File: src/rtl/gshare_predictor.sv
// gshare global branch predictor.
// The speculative global history is XORed with PC bits to index a table of
// saturating counters. The prediction is returned combinationally, and the
// index plus a history snapshot travel down the pipeline with the branch.
// When the branch resolves, its counter is trained; on a mispredict the
// history is rebuilt from the snapshot.
// After reset, the table is swept to weakly-not-taken before predictions
// are reported as valid.
module gshare_predictor #(
    parameter int HIST_W = 8,
    parameter int CTR_W  = 2,
    parameter int PC_LSB = 2
) (
    input  logic              clk,
    input  logic              rst_n,
    input  logic [31:0]       pc_in,
    input  logic              predict_valid,
    input  logic              stall,
    output logic              predict_taken,
    output logic [HIST_W-1:0] predict_index,
    output logic [HIST_W-1:0] predict_bhr,
    input  logic              resolve_valid,
    input  logic [HIST_W-1:0] resolve_index,
    input  logic [HIST_W-1:0] resolve_bhr,
    input  logic              resolve_taken,
    input  logic              resolve_mispredict,
    output logic [HIST_W-1:0] bhr_out,
    output logic              ready
);

    localparam int DEPTH = 1 << HIST_W;
    localparam logic [CTR_W-1:0] CTR_WNT = {1'b0, {(CTR_W-1){1'b1}}};
    localparam logic [CTR_W-1:0] CTR_MAX = {CTR_W{1'b1}};
    localparam logic [CTR_W-1:0] CTR_MIN = {CTR_W{1'b0}};

    typedef enum logic [0:0] {
        ST_INIT = 1'b0,
        ST_RUN  = 1'b1
    } state_t;

    state_t             state_r;
    state_t             state_s;
    logic [HIST_W-1:0]  init_ptr_r;
    logic [HIST_W-1:0]  init_ptr_s;
    logic [HIST_W-1:0]  spec_bhr_r;
    logic [HIST_W-1:0]  bhr_next_s;
    logic [CTR_W-1:0]   pht_r [DEPTH];

    logic               ready_s;
    logic [HIST_W-1:0]  idx_s;
    logic               taken_s;
    logic               accept_s;
    logic               repair_s;
    logic               train_s;
    logic               unused_s;

    // Saturating step of one counter: up on taken, down on not-taken, never wraps.
    function automatic logic [CTR_W-1:0] sat_step(input logic [CTR_W-1:0] ctr,
                                                  input logic             up);
        logic [CTR_W-1:0] res;
        res = ctr;
        if (up) begin
            if (ctr != CTR_MAX) begin
                res = ctr + {{(CTR_W-1){1'b0}}, 1'b1};
            end else begin
                res = ctr;
            end
        end else begin
            if (ctr != CTR_MIN) begin
                res = ctr - {{(CTR_W-1){1'b0}}, 1'b1};
            end else begin
                res = ctr;
            end
        end
        return res;
    endfunction

    // PC bits outside the index window and the snapshot MSB carry no information here.
    assign unused_s = ^{pc_in[31:PC_LSB+HIST_W], pc_in[PC_LSB-1:0], resolve_bhr[HIST_W-1]};

    // Init sweep sequencing: walk every entry once, then enter RUN.
    always_comb begin
        state_s    = state_r;
        init_ptr_s = init_ptr_r;
        case (state_r)
            ST_INIT: begin
                init_ptr_s = init_ptr_r + {{(HIST_W-1){1'b0}}, 1'b1};
                if (init_ptr_r == {HIST_W{1'b1}}) begin
                    state_s = ST_RUN;
                end else begin
                    state_s = ST_INIT;
                end
            end
            ST_RUN: begin
                state_s    = ST_RUN;
                init_ptr_s = init_ptr_r;
            end
            default: begin
                state_s    = ST_INIT;
                init_ptr_s = {HIST_W{1'b0}};
            end
        endcase
    end

    // Prediction lookup and control qualifiers; table reads see pre-update contents.
    always_comb begin
        ready_s  = (state_r == ST_RUN);
        idx_s    = spec_bhr_r ^ pc_in[PC_LSB+HIST_W-1:PC_LSB];
        if (ready_s) begin
            taken_s = pht_r[idx_s][CTR_W-1];
        end else begin
            taken_s = 1'b0;
        end
        accept_s = ready_s & predict_valid & ~stall;
        train_s  = ready_s & resolve_valid;
        repair_s = train_s & resolve_mispredict;
    end

    // Next speculative history: a repair from the older branch overrides a younger shift.
    always_comb begin
        bhr_next_s = spec_bhr_r;
        if (repair_s) begin
            bhr_next_s = {resolve_bhr[HIST_W-2:0], resolve_taken};
        end else if (accept_s) begin
            bhr_next_s = {spec_bhr_r[HIST_W-2:0], taken_s};
        end else begin
            bhr_next_s = spec_bhr_r;
        end
    end

    // Control state, sweep pointer and speculative history registers.
    always_ff @(posedge clk) begin
        if (!rst_n) begin
            state_r    <= ST_INIT;
            init_ptr_r <= {HIST_W{1'b0}};
            spec_bhr_r <= {HIST_W{1'b0}};
        end else begin
            state_r    <= state_s;
            init_ptr_r <= init_ptr_s;
            spec_bhr_r <= bhr_next_s;
        end
    end

    // Pattern table: init sweep writes weakly-not-taken, afterwards one training write per cycle.
    always_ff @(posedge clk) begin
        if (rst_n && (state_r == ST_INIT)) begin
            pht_r[init_ptr_r] <= CTR_WNT;
        end else if (rst_n && train_s) begin
            pht_r[resolve_index] <= sat_step(pht_r[resolve_index], resolve_taken);
        end
    end

    // Output drive; history is held at zero throughout the sweep.
    always_comb begin
        ready         = ready_s;
        predict_taken = taken_s;
        predict_index = idx_s;
        predict_bhr   = spec_bhr_r;
        bhr_out       = spec_bhr_r;
    end

endmodule

File: config.mk
export PLATFORM = sky130hd
export DESIGN_NAME = gshare_predictor
export DESIGN_NICKNAME = d
export VERILOG_FILES = /design/src/rtl/gshare_predictor.sv
export SDC_FILE = /design/constraint.sdc
export NUM_CORES = 1
export LEC_CHECK = 0
export ABC_AREA = 1
export ABC_CLOCK_PERIOD_IN_PS = 14440
export CAP_MARGIN = 20
export CORE_MARGIN = 2
export CORE_UTILIZATION = 24
export CTS_CLUSTER_SIZE = 40
export DETAILED_ROUTE_END_ITERATION = 12
export PLACE_DENSITY_LB_ADDON = 0.1
export SYNTH_ARGS = -nofsm -noshare
export SYNTH_HDL_FRONTEND = slang
export SYNTH_SLANG_ARGS = --single-unit
export TNS_END_PERCENT = 50
File: constraint.sdc
create_clock -name clk -period 14.44 [get_ports clk]
set_clock_uncertainty 0.15 [all_clocks]
set_input_delay 4.332 -clock clk [delete_from_list [all_inputs] [get_ports clk]]
set_output_delay 4.332 -clock clk [all_outputs]
set_load 0.01 [all_outputs]
-- Yosys cells after proc, flatten, opt, wreduce, memory -nomap -nowiden
Memories as Yosys holds them, arrays and structs flattened.
Cells that the tools add are included.
- register bits after elaboration: 17
- RAM bits: 512
- input bits: 55
- output and inout bits: 26
- logic and storage cells: 40
- memories kept: 1
- memory list (memory ; depth ; width ; rd ports ; clocked after Yosys merged registers in ; wr ports ; RTL line ; RTL):
    pht_r ; 256 ; 2 ; 2 ; 0 ; 1 ; 47 ; logic [CTR_W-1:0] pht_r [DEPTH];
- add/subtract/negate cells: 3
- eq/ne operators: 2
- multiplexer cells: 19
- bitwise operators: 7
- reductions and logical operators: 5
- operator list (kind ; number):
    $mux 8 ; 4
    $mux 2 ; 6
    $add 8x1->8 const B ; 1
    $eq 8x8->1 const B ; 1
    $mux 1 ; 8
    $xor 8x8->8 ; 1
    $and 1x1->1 ; 4
    $reduce_bool 2->1 ; 2
    $add 2x1->2 const B ; 1
    $logic_and 1x1->1 ; 2
    $ne 2x2->1 const B ; 1
    $not 1->1 ; 2
    $pmux 1 s2 ; 1
    $reduce_or 2->1 ; 1
    $sub 2x1->2 const B ; 1

-- Longest topological paths before layout
Gate-level depths: netlist (run 1).
- word-level depth: 7
- depth in mapped cells: 16
- depth with buffers taken out: 13

-- Worst setup path before layout (run 1)
OpenSTA, ideal clock, no wires.
- path kind: in2reg
- start point: input resolve_index[1]
- end point: memory pht_r[0][1] (data pin)
- setup time: 1.399 ns
- arrival: 11.634 ns
- required time: 12.891 ns
- slack: 1.257 ns
- cell stages on the path: 16
- path buffers: 3
- cells stage by stage: buf_4 > inv_2 > buf_4 > clkbuf_1 > o21ai_0 > o22ai_1 > nand2_1 > nand3_1 > nand3_1 > nand2_1 > nand2_1 > nand3_1 > nand3_1 > nand2_1 > a21oi_1 > nor2_1
- longest elaborated chain between the ends: 7
- elaborated cells on any way between the ends: 11
- classes of those cells: add/sub: 2; eq/ne: 1; mux: 6; reduce/logical: 1; memory: 1
- RTL lines (what ; RTL line ; RTL):
    start: declaration ; 23 ; input logic [HIST_W-1:0] resolve_index,
    $mem_v2 256x2 (*) ; n/a ;
    $sub 2x1->2, or another cell as far along ; 70 ; res = ctr - {{(CTR_W-1){1'b0}}, 1'b1};
    $mux 2, on equally long branches ; 69, 63 ;
    $mux 2 (*) ; 62 ; if (up) begin
    $mux 2 (*) ; 148 ; end else if (rst_n && train_s) begin
    $mux 2 (*) ; 146 ; if (rst_n && (state_r == ST_INIT)) begin
    $mux 2 (no source line) (*) ; n/a ;
    end: declaration ; 47 ;
Mark *: on every way between the ends. The rest lies on a longest branch, timed or not. The select of a mux whose other input is x is not followed.

-- Worst setup path in the final report (run 1)
- start point: input pc_in[2]
- end point: output predict_taken
- longest elaborated chain between the ends: 3
- RTL lines (what ; RTL line ; RTL):
    start: declaration ; 16 ; input logic [31:0] pc_in,
    $xor 8x8->8 ; 108 ; idx_s = spec_bhr_r ^ pc_in[PC_LSB+HIST_W-1:PC_LSB];
    $mem_v2 256x2 ; n/a ;
    $mux 1 ; 109 ; if (ready_s) begin
    end: declaration ; 19 ; output logic predict_taken,
No other way between the ends.

==> reports/qor.txt, run 1 <==
Critical R2R Capture - pht_r[35][1]
fin crit share - 86.44%
Remaining Overflow, GRT - 0
hold depth - 2
Starting Density - 24.12%
kind of end point of the critical path - primary output
Post-DRT Antenna Nets - 0
hold path endpoint - ready
first-pass GRT wire length - 142,100 um
GR Util met3 - 2.774%
Slew Limit Fails - 0
Antenna diodes - 0
Post-Syn Instances - 2,658
worst hold slack - 0.3747 ns
die area - 0.1080 sq mm
Max Cap Viol - 0
TritonCTS Buffers - 66
R2R setup slack - 10.40 ns
Post-synth EDFFs - 512
fmax - 0.08012 GHz
placed cell count - 3,952
share of cells above drive strength 1 - 7.018%
Clk Latency, worst-skew pair - 0.62 ns
pwr/cell area - 121.8 mW/mm^2
Vias - 20,070
initial antenna violation count - 3
total global-route track usage - 18.09%
hold violation total from the final report - 0
Synth Warn # - 0
register bit total from synthesis - 529
Setup Buffers After CTS - 0
CP Class - input pin to primary output
average wire per standard cell - 24.26 um
gpl congestion - 0.7924
worst-margin pin slew - 1.144 ns
Core ar. - 0.1048 sq mm
Post-DP HPWL - 55,400 um
reg2reg path depth - 11
Crit Path Max Fanout - 32
setup violators final - 0
io pins - 81
clock tree buffer depth - 3
Pwr Total - 3557 uW
FF-to-FF Start - ready
Worst VDD drop - 69.62 uV
Mapped Nets - 2,714
Yosys cell types - 38
nets - 2,686
drt first-iter violations - 1,902
Top FF cell, synth - edfxtp_1
met2 usage - 30.29%
DRC - 0
First-pass DRT Iterations - 5
CTS tree - built
gr busiest metal - met2
routed vias/inst - 4.931
status - finished, final reports clean
Clock Tree Root - clkbuf_16
vias in the first global route - 19,860
leading area contributor after synthesis - edfxtp_1
met1 Usage GRT - 24.00%
P&R area growth vs syn - 15.55%
HP Class - register to register
min-delay src - init_ptr_r[7]
final cell count without fillers - 4,070
RSZ-0062 raised after global routing - false
TNS Setup - 0 ns
post-CTS sizing - 0
part of the Yosys area used for sequential elements - 62.15%
Pleak - 0.01018 uW
mean post-synth cell area - 9.513 sq um
Clock H-tree levels - 3
min Tclk post-route - 12.48 ns
synth top area cells - edfxtp_1 (61%), nor2_1 (7.9%), nand3_1 (7.7%)
die height - 328.6 um
Clock Sink Count - 529
hold buffer count at CTS - 0
clk slew on worst S/H paths - 0.06 ns
WL final - 98,750 um
Required @ worst endpoint - 9.96 ns
Synth top area share - 60.81%
FP Rows - 119
pin count of the biggest net entering global routing - 130
ys async rst share - 0%
Port-buffer cells - 55
Data arrival, critical path - 8.00 ns
chip width - 328.6 um
Worst Setup Start Kind - input pin
Max-slew headroom - 23.73%
synthesized area - 0.02528 sq mm
[cells in the final DEF (no fill, tap or decap), types with 5 or more instances in the layout]
| cell | instances |
|---|---|
| bufinv_16 | 5 |
| buf_4 | 44 |
| buf_12 | 6 |
| dfxtp_1 | 17 |
| edfxtp_1 | 512 |
| nand2_2 | 15 |
| nand2_1 | 474 |
| nand3_1 | 389 |
| clkbuf_1 | 15 |
| clkbuf_16 | 69 |
| o22ai_1 | 123 |
| inv_1 | 64 |
| a21oi_1 | 18 |
| clkinv_1 | 20 |
| clkinv_2 | 6 |
| o21ai_0 | 255 |
| inv_2 | 8 |
| clkdlybuf4s50_1 | 51 |
| nor2_1 | 533 |
[critical path: stages]
cell,delay [ns]
clkdlybuf4s50_1,0.51
nand2_1,0.36
nand2_4,0.34
buf_4,0.45
nand2_1,0.10
nand3_1,0.11
nand3_1,0.14
nand3_1,0.23
nand3_1,0.22
nand3_1,0.15
nand3_1,0.13
nand3_1,0.16
nand2_1,0.07
nor2_1,0.08
clkdlybuf4s50_1,0.57
[through the flow]
stage	cell area (sq um)	util, %	setup slack (ns)
detailed placement	27130	25.88	1.953
finish	29220	27.87	1.958
global route	29220	27.87	1.828
global placement	27130	25.88	1.918
CTS	29200	27.85	1.960
floorplan	25280	-	1.257
[final cells by class]
type / instances / area (sq um)
well taps: 1391 / 1740
inverters: 77 / 304.0
flip-flops and latches: 529 / 15720
clock inverters: 33 / 280.3
repair buffers: 103 / 979.7
clock buffers: 84 / 1783
fillers: 11130 / 75610
multi-input cells: 1853 / 8413
[cells by family after synthesis]
| family | synth area share, % |
|---|---|
| AND/OR/NAND/NOR | 23.62 |
| flip-flops | 62.15 |
| AO/OA/AOI/OAI | 8.917 |
| buffers and inverters | 4.953 |
| XOR/XNOR | 0.3068 |
| adder cells (fa/ha/maj) | 0.04948 |
[worst max-delay path by stage]
stage,start,to,slack (ns),cells past startpoint
global placement,pc_in[2],predict_taken,1.92,15
global route,pc_in[2],predict_taken,1.83,15
detailed placement,pc_in[2],predict_taken,1.95,15
CTS,pc_in[2],predict_taken,1.96,15
floorplan,resolve_index[1],pht_r[0][1],1.26,16
finish,pc_in[2],predict_taken,1.96,15
[Yosys cell counts, types with 3 or more instances]
master,count
nor3_1,4
o21ai_0,255
nor2_1,534
inv_1,65
buf_1,17
buf_2,78
or2_2,3
nor2_4,3
dfxtp_1,17
xnor2_1,6
o21ai_4,3
nand2_1,482
edfxtp_1,512
nand3_1,389
inv_2,9
nor2_2,4
buf_4,19
o21ai_1,4
o22ai_1,123
a21oi_1,18
buf_6,6
clkbuf_1,79
nand2_2,10
[flip-flops by register name, summed over array words and instances (netlist names)]
register	cells
init_ptr_r	8
bhr_out	8
ready	1
pht_r	512
[power breakdown]
group | switching (uW) | internal [uW] | total, uW
clock | 663 | 959 | 1620
sequential | 0.977 | 1660 | 1660
combinational | 202 | 73.7 | 275
total | 866 | 2690 | 3560
[routing by layer]
| layer | part of all wire (%) | up-vias |
|---|---|---|
| met1 | 44 | 9989 |
| li1 | - | 9215 |
| met3 | 5.1 | 160 |
| met4 | 2.8 | 2 |
| met5 | 0.012 | - |
| met2 | 48 | 704 |
Power figures use the tool's default switching activity.
==> inputs of run 2 (changes only) <==
--- a/config.mk
+++ b/config.mk
@@ -8,10 +8,12 @@
 export ABC_AREA = 1
 export ABC_CLOCK_PERIOD_IN_PS = 14440
 export CAP_MARGIN = 20
+export CORE_ASPECT_RATIO = 0.6
 export CORE_MARGIN = 2
 export CORE_UTILIZATION = 24
 export CTS_CLUSTER_SIZE = 40
 export DETAILED_ROUTE_END_ITERATION = 12
+export DONT_BUFFER_PORTS = 1
 export PLACE_DENSITY_LB_ADDON = 0.1
 export SYNTH_ARGS = -nofsm -noshare
 export SYNTH_HDL_FRONTEND = slang
==> run 2 against run 1 <==
  * Sequential share of layout area increased by 1.9 points
  * Utilization is 0.92 points lower
  * First-iteration DRC count is 20% higher
  * Critical path depth decreased by 1
  * Global-route usage shrank 0.070 points
  * Fmax is 4.9% higher
  * Total power is 6.9% lower
  * Die area is essentially flat
  * Combinational power is 14% lower
  * Critical path type unchanged
  * Critical endpoint unchanged
  * Largest cell class unchanged
==> reports/qor.txt, run 2 (synthesis results as in run 1) <==
status - finished, final reports clean
routed vias/inst - 5.060 (+2.6%)
setup violators final - 0 (unchanged)
First-pass DRT Iterations - 6 (+1)
vias in the first global route - 19,200 (-3.3%)
Top reg by flops - pht_r
dpl ws - 2.488 ns (+0.5355 ns)
TritonCTS Buffers - 54 (-18%)
Starting Density - 24.14% (about the same)
total global-route track usage - 18.02% (-0.070 points)
Setup Buffers After CTS - 0 (unchanged)
FP Rows - 92 (-23%)
Clock Tree Root - clkbuf_16
worst hold slack - 0.3702 ns (-0.004564 ns)
Data arrival, critical path - 7.42 ns (-0.58 ns)
Vias - 20,270 (+1.0%)
min Tclk post-route - 11.90 ns (-0.5795 ns)
post-layout util - 26.95% (-0.92 points)
first-pass GRT wire length - 141,800 um (-0.22%)
commonest non-fill, non-tap cell in the layout - nor2_1
Max Cap Viol - 0 (unchanged)
R2R setup slack - 10.37 ns (-0.03 ns)
die height - 255.4 um (-22%)
hold buffer count at CTS - 0 (unchanged)
Clk Latency, worst-skew pair - 0.64 ns (+0.02 ns)
kind of end point of the critical path - primary output
Core ar. - 0.1048 sq mm (about the same)
CTS tree - built
commonest cells after routing, fill and taps aside - nor2_1 (533), edfxtp_1 (512), nand2_1 (477)
Slew Limit Fails - 0 (unchanged)
Crit Path Max Fanout - 50 (+56%)
worst-margin pin slew - 1.161 ns (+0.01679 ns)
post-CTS sizing - 0 (unchanged)
chip width - 423.0 um (+29%)
RSZ-0062 raised after global routing - false
Remaining Overflow, GRT - 0 (unchanged)
Pwr Total - 3313 uW (-6.9%)
Post-DRT Antenna Nets - 0 (unchanged)
Post-DP HPWL - 56,050 um (+1.2%)
register area - 0.01572 sq mm (unchanged)
io pins - 81 (unchanged)
Final WS setup - 2.538 ns (+0.5795 ns)
DRC - 0 (unchanged)
average wire per standard cell - 24.96 um (+2.9%)
# fillers - 11,200 (+0.67%)
Worst Setup Start Kind - input pin
Clock Sink Count - 529 (unchanged)
share of cells above drive strength 1 - 6.279% (-0.74 points)
HP Class - register to register
TNS Setup - 0 ns (unchanged)
clk slew on worst S/H paths - 0.06 ns (about the same)
Antenna diodes - 0 (unchanged)
P&R area growth vs syn - 11.66%
Max-slew headroom - 22.61% (-1.1 points)
Largest register FFs - 512 (unchanged)
Required @ worst endpoint - 9.96 ns (about the same)
die area - 0.1080 sq mm (about the same)
Pleak - 0.009773 uW (-4.0%)
WL final - 99,990 um (+1.3%)
nets - 2,610 (-2.8%)
drt first-iter violations - 2,287 (+20%)
Multi-input gate area - 0.008404 sq mm (-0.10%)
Port-buffer cells - 0 (-100%)
gpl congestion - 0.7718 (-2.6%)
hold violation total from the final report - 0 (unchanged)
fin crit share - 82.42% (-4.0 points)
fmax - 0.08402 GHz (+4.9%)
clock tree buffer depth - 3 (unchanged)
pin count of the biggest net entering global routing - 265 (+100%)
initial antenna violation count - 3 (unchanged)
pwr/cell area - 117.3 mW/mm^2 (-3.6%)
CP Class - input pin to primary output
Worst VDD drop - 78.40 uV (+13%)
Clock H-tree levels - 2 (-1)
[run 2: path summary, 6_finish.rpt]
check	from	endpoint	cells after the start
max	pc_in[2]	predict_taken	14
min	init_ptr_r[3]	init_ptr_r[3]	1
max reg2reg	bhr_out[0]	bhr_out[0]	13
min reg2reg	init_ptr_r[3]	init_ptr_r[3]	1
[run 2: worst max-delay path, cell delays in order]
cell	delay, ns
inv_1	0.06
nand2_1	0.10
nand2_4	0.66
buf_4	0.49
nand2_1	0.10
nand3_1	0.08
nand3_1	0.09
nand3_1	0.25
nand3_1	0.10
nand3_1	0.21
nand3_1	0.29
nand3_1	0.31
nand2_1	0.09
nor2_1	0.22
[run 2: report_power, final]
group	switching, uW	leakage [uW]	internal [uW]
registers	1.05	0.00560	1660
logic	172	0.00333	63.5
clock network	636	0.000837	783
total	809	0.00977	2500
[run 2: final cells by class]
| class | instances | share of cell area (%) |
|---|---|---|
| Multi-Input combinational cell | 1853 | 29.77 |
| Sequential cell | 529 | 55.66 |
| Clock buffer | 67 | 5.034 |
| Timing Repair Buffer | 39 | 1.267 |
| Inverter | 77 | 1.068 |
| Clock inverter | 31 | 0.9528 |
| Tap cell | 1410 | 6.249 |
[run 2: routing by layer]
metal  track usage [%]  wire, um  part of all wire (%)
met5                 0         0                     0
met4             4.735      2595                   2.6
met3             4.280      8955                   9.0
met2             25.48     40880                    41
met1             27.18     47560                    48
[run 2: stage by stage]
| step | instances | cell area, sq um |
|---|---|---|
| after floorplan | 2658 | 25280 |
| after global placement | 3906 | 26500 |
| after detailed placement | 3907 | 26520 |
| after CTS | 4005 | 28210 |
| after global routing | 4006 | 28230 |
| final | 4006 | 28230 |
==> inputs of run 3 (changes only) <==
--- a/config.mk
+++ b/config.mk
@@ -6,7 +6,7 @@
 export NUM_CORES = 1
 export LEC_CHECK = 0
 export ABC_AREA = 1
-export ABC_CLOCK_PERIOD_IN_PS = 14440
+export ABC_CLOCK_PERIOD_IN_PS = 12100
 export CAP_MARGIN = 20
 export CORE_ASPECT_RATIO = 0.6
 export CORE_MARGIN = 2
==> constraint.sdc (replaced) <==
create_clock -name clk -period 12.1 [get_ports clk]
set_clock_uncertainty 0.15 [all_clocks]
set_input_delay 3.63 -clock clk [delete_from_list [all_inputs] [get_ports clk]]
set_output_delay 3.63 -clock clk [all_outputs]
set_load 0.01 [all_outputs]
==> run 3 against run 2 <==
  * Non-clock buffer count increased by 8
  * Total power up 21%
  * Register-to-register slack got worse by 2.4 ns
  * Sequential cell count unchanged
  * Clock power up 23%
  * Setup slack got worse by 0.75 ns
  * Final area increased by 0.39%
  * Global-route usage is 0.72 points higher
  * Sequential power is 19% higher
  * Critical endpoint unchanged
  * Largest cell class unchanged
==> reports/qor.txt, run 3 (synthesis results as in run 1) <==
status - finished, final reports clean
worst-path cell chain - nand2_1, nand2_4, buf_12, nand2_1, nand3_1, nand3_1, nand3_1, nand3_1, nand3_1, nand3_1, nand3_1, nand2_1, nor2_1
CP Class - input pin to primary output
Antenna diodes - 0 (unchanged)
Slew Limit Fails - 0 (unchanged)
Logic pwr share - 7.0% (about the same)
Final WS setup - 1.786 ns (-0.7515 ns)
min Tclk post-route - 10.31 ns
Clock Sink Count - 529 (unchanged)
Starting Density - 24.14% (unchanged)
gpl congestion - 0.7914 (+2.5%)
FF-to-FF Start - ready
initial antenna violation count - 7 (+4)
Pint - 3008 uW (+20%)
Required @ worst endpoint - 8.32 ns (-1.64 ns)
nets - 2,619 (+0.34%)
average wire per standard cell - 25.65 um (+2.8%)
commonest non-fill, non-tap cell in the layout - nor2_1
TritonCTS Buffers - 55 (+1.9%)
HP Class - register to register
reg2reg path depth - 11 (-2)
Pleak - 0.009820 uW (+0.48%)
total global-route track usage - 18.74% (+0.72 points)
switching power - 998.9 uW (+23%)
Worst Setup Start Kind - input pin
WL final - 103,000 um (+3.0%)
post-CTS sizing - 0 (unchanged)
RSZ-0062 raised after global routing - false
worst-margin pin slew - 0.9671 ns (-0.1937 ns)
fmax - 0.09696 GHz
First-pass DRT Iterations - 6 (unchanged)
sequential share of power - 49.4% (-0.7 points)
Core ar. - 0.1048 sq mm (unchanged)
Crit Path Max Fanout - 42 (-16%)
CP dominant cell by count - nand3_1
Sw Share - 24.93% (+0.51 points)
placed cell count - 3,916 (+0.23%)
Largest register FFs - 512 (unchanged)
CTS tree - built
first-pass GRT wire length - 147,800 um (+4.2%)
Port-buffer cells - 0 (unchanged)
chip width - 423.0 um (unchanged)
die area - 0.1080 sq mm (unchanged)
commonest cells after routing, fill and taps aside - nor2_1 (533), edfxtp_1 (512), nand2_1 (476)
die height - 255.4 um (unchanged)
critical path endpoint - predict_taken
hold depth - 1 (unchanged)
Critical-path top delay cell - nand2_4
Vias - 20,210 (-0.32%)
share of cells above drive strength 1 - 6.677% (+0.40 points)
Post-DRT Antenna Nets - 0 (unchanged)
kind of end point of the critical path - primary output
Clk Latency, worst-skew pair - 0.67 ns (+0.03 ns)
Post-DP HPWL - 58,640 um (+4.6%)
Clock power frac - 43.6% (+0.8 points)
P&R area growth vs syn - 12.10%
Clock H-tree levels - 2 (unchanged)
io pins - 81 (unchanged)
final cell count without fillers - 4,016 (+0.25%)
R2R setup slack - 7.96 ns (-2.41 ns)
vias in the first global route - 19,840 (+3.3%)
TNS Setup - 0 ns (unchanged)
pin count of the biggest net entering global routing - 265 (unchanged)
setup violators final - 0 (unchanged)
Pwr Total - 4007 uW (+21%)
dpl ws - 1.876 ns (-0.6120 ns)
hold violation total from the final report - 0 (unchanged)
FP Rows - 92 (unchanged)
Data arrival, critical path - 6.53 ns (-0.89 ns)
Remaining Overflow, GRT - 0 (unchanged)
Max Cap Viol - 0 (unchanged)
hold buffer count at CTS - 0 (unchanged)
CP peak stage delay - 0.53 ns (-0.13 ns)
clk slew on worst S/H paths - 0.06 ns (about the same)
drt first-iter violations - 2,059 (-10%)
Setup Buffers After CTS - 0 (unchanged)
Top reg by flops - pht_r
Max-slew headroom - 35.53% (+13 points)
Critical R2R Capture - pht_r[252][0]
fin crit share - 85.24%
clock tree buffer depth - 3 (unchanged)
Worst VDD drop - 105.3 uV (+34%)
Setup crit start - pc_in[2]
Clock Tree Root - clkbuf_16
pwr/cell area - 141.4 mW/mm^2 (+20%)
DRC - 0 (unchanged)
routed vias/inst - 5.032 (-0.56%)
[run 3: cell count changes in the layout (fill, tap and decap cells not counted), moves of 2 or more]
cell        delta
buf_4          +8
clkinvlp_4     +3
buf_12         +2
clkbuf_1       +2
clkinv_1       -2
clkinv_2       -2
[run 3: power groups by stage]
| stage | Clock [uW] | Sequential (uW) | Combinational (uW) |
|---|---|---|---|
| 4_1_cts | 1790 | 1980 | 279 |
| 5_1_grt | 1860 | 1980 | 306 |
| 6_report | 1750 | 1980 | 282 |
| 3_5_place_dp | 0 | 2020 | 279 |
| 3_3_place_gp | 0 | 2020 | 279 |
| 2_1_floorplan | 0 | 2020 | 188 |
[run 3: final cells by class]
cell class / instances / area (sq um)
fillers: 11160 / 76410
well taps: 1410 / 1764
clock buffers: 70 / 1454
repair buffers: 47 / 415.4
clock inverters: 30 / 285.3
multi-input cells: 1853 / 8407
flip-flops and latches: 529 / 15720
inverters: 77 / 302.8
[run 3: worst max-delay path: cells and delay by family]
family / cells / cell delay, ns
buffers and inverters: 1 / 0.30
and+or+nand+nor: 12 / 2.51
[run 3: per-layer routing]
layer / part of all wire [%] / track usage, %
met5: 0 / 0
met4: 1.7 / 3.717
met3: 8.0 / 4.190
met2: 41 / 26.51
met1: 49 / 28.86
[run 3: stage by stage]
| step | utilization, % | area, sq um | hold WS [ns] |
|---|---|---|---|
| after floorplan | - | 25290 | 0.3131 |
| after global placement | 25.40 | 26600 | 0.3419 |
| after detailed placement | 25.40 | 26600 | 0.3604 |
| after CTS | 27.06 | 28340 | 0.3729 |
| after global routing | 27.06 | 28340 | 0.4081 |
| final | 27.06 | 28340 | 0.3720 |
[run 3: worst min path at each step]
stage | from | to | slack, ns
after floorplan | init_ptr_r[3] | init_ptr_r[3] | 0.31
after CTS | init_ptr_r[7] | ready | 0.37
after detailed placement | init_ptr_r[3] | init_ptr_r[3] | 0.36
after global placement | init_ptr_r[3] | init_ptr_r[3] | 0.34
after global routing | init_ptr_r[3] | init_ptr_r[3] | 0.41
final | init_ptr_r[3] | init_ptr_r[3] | 0.37
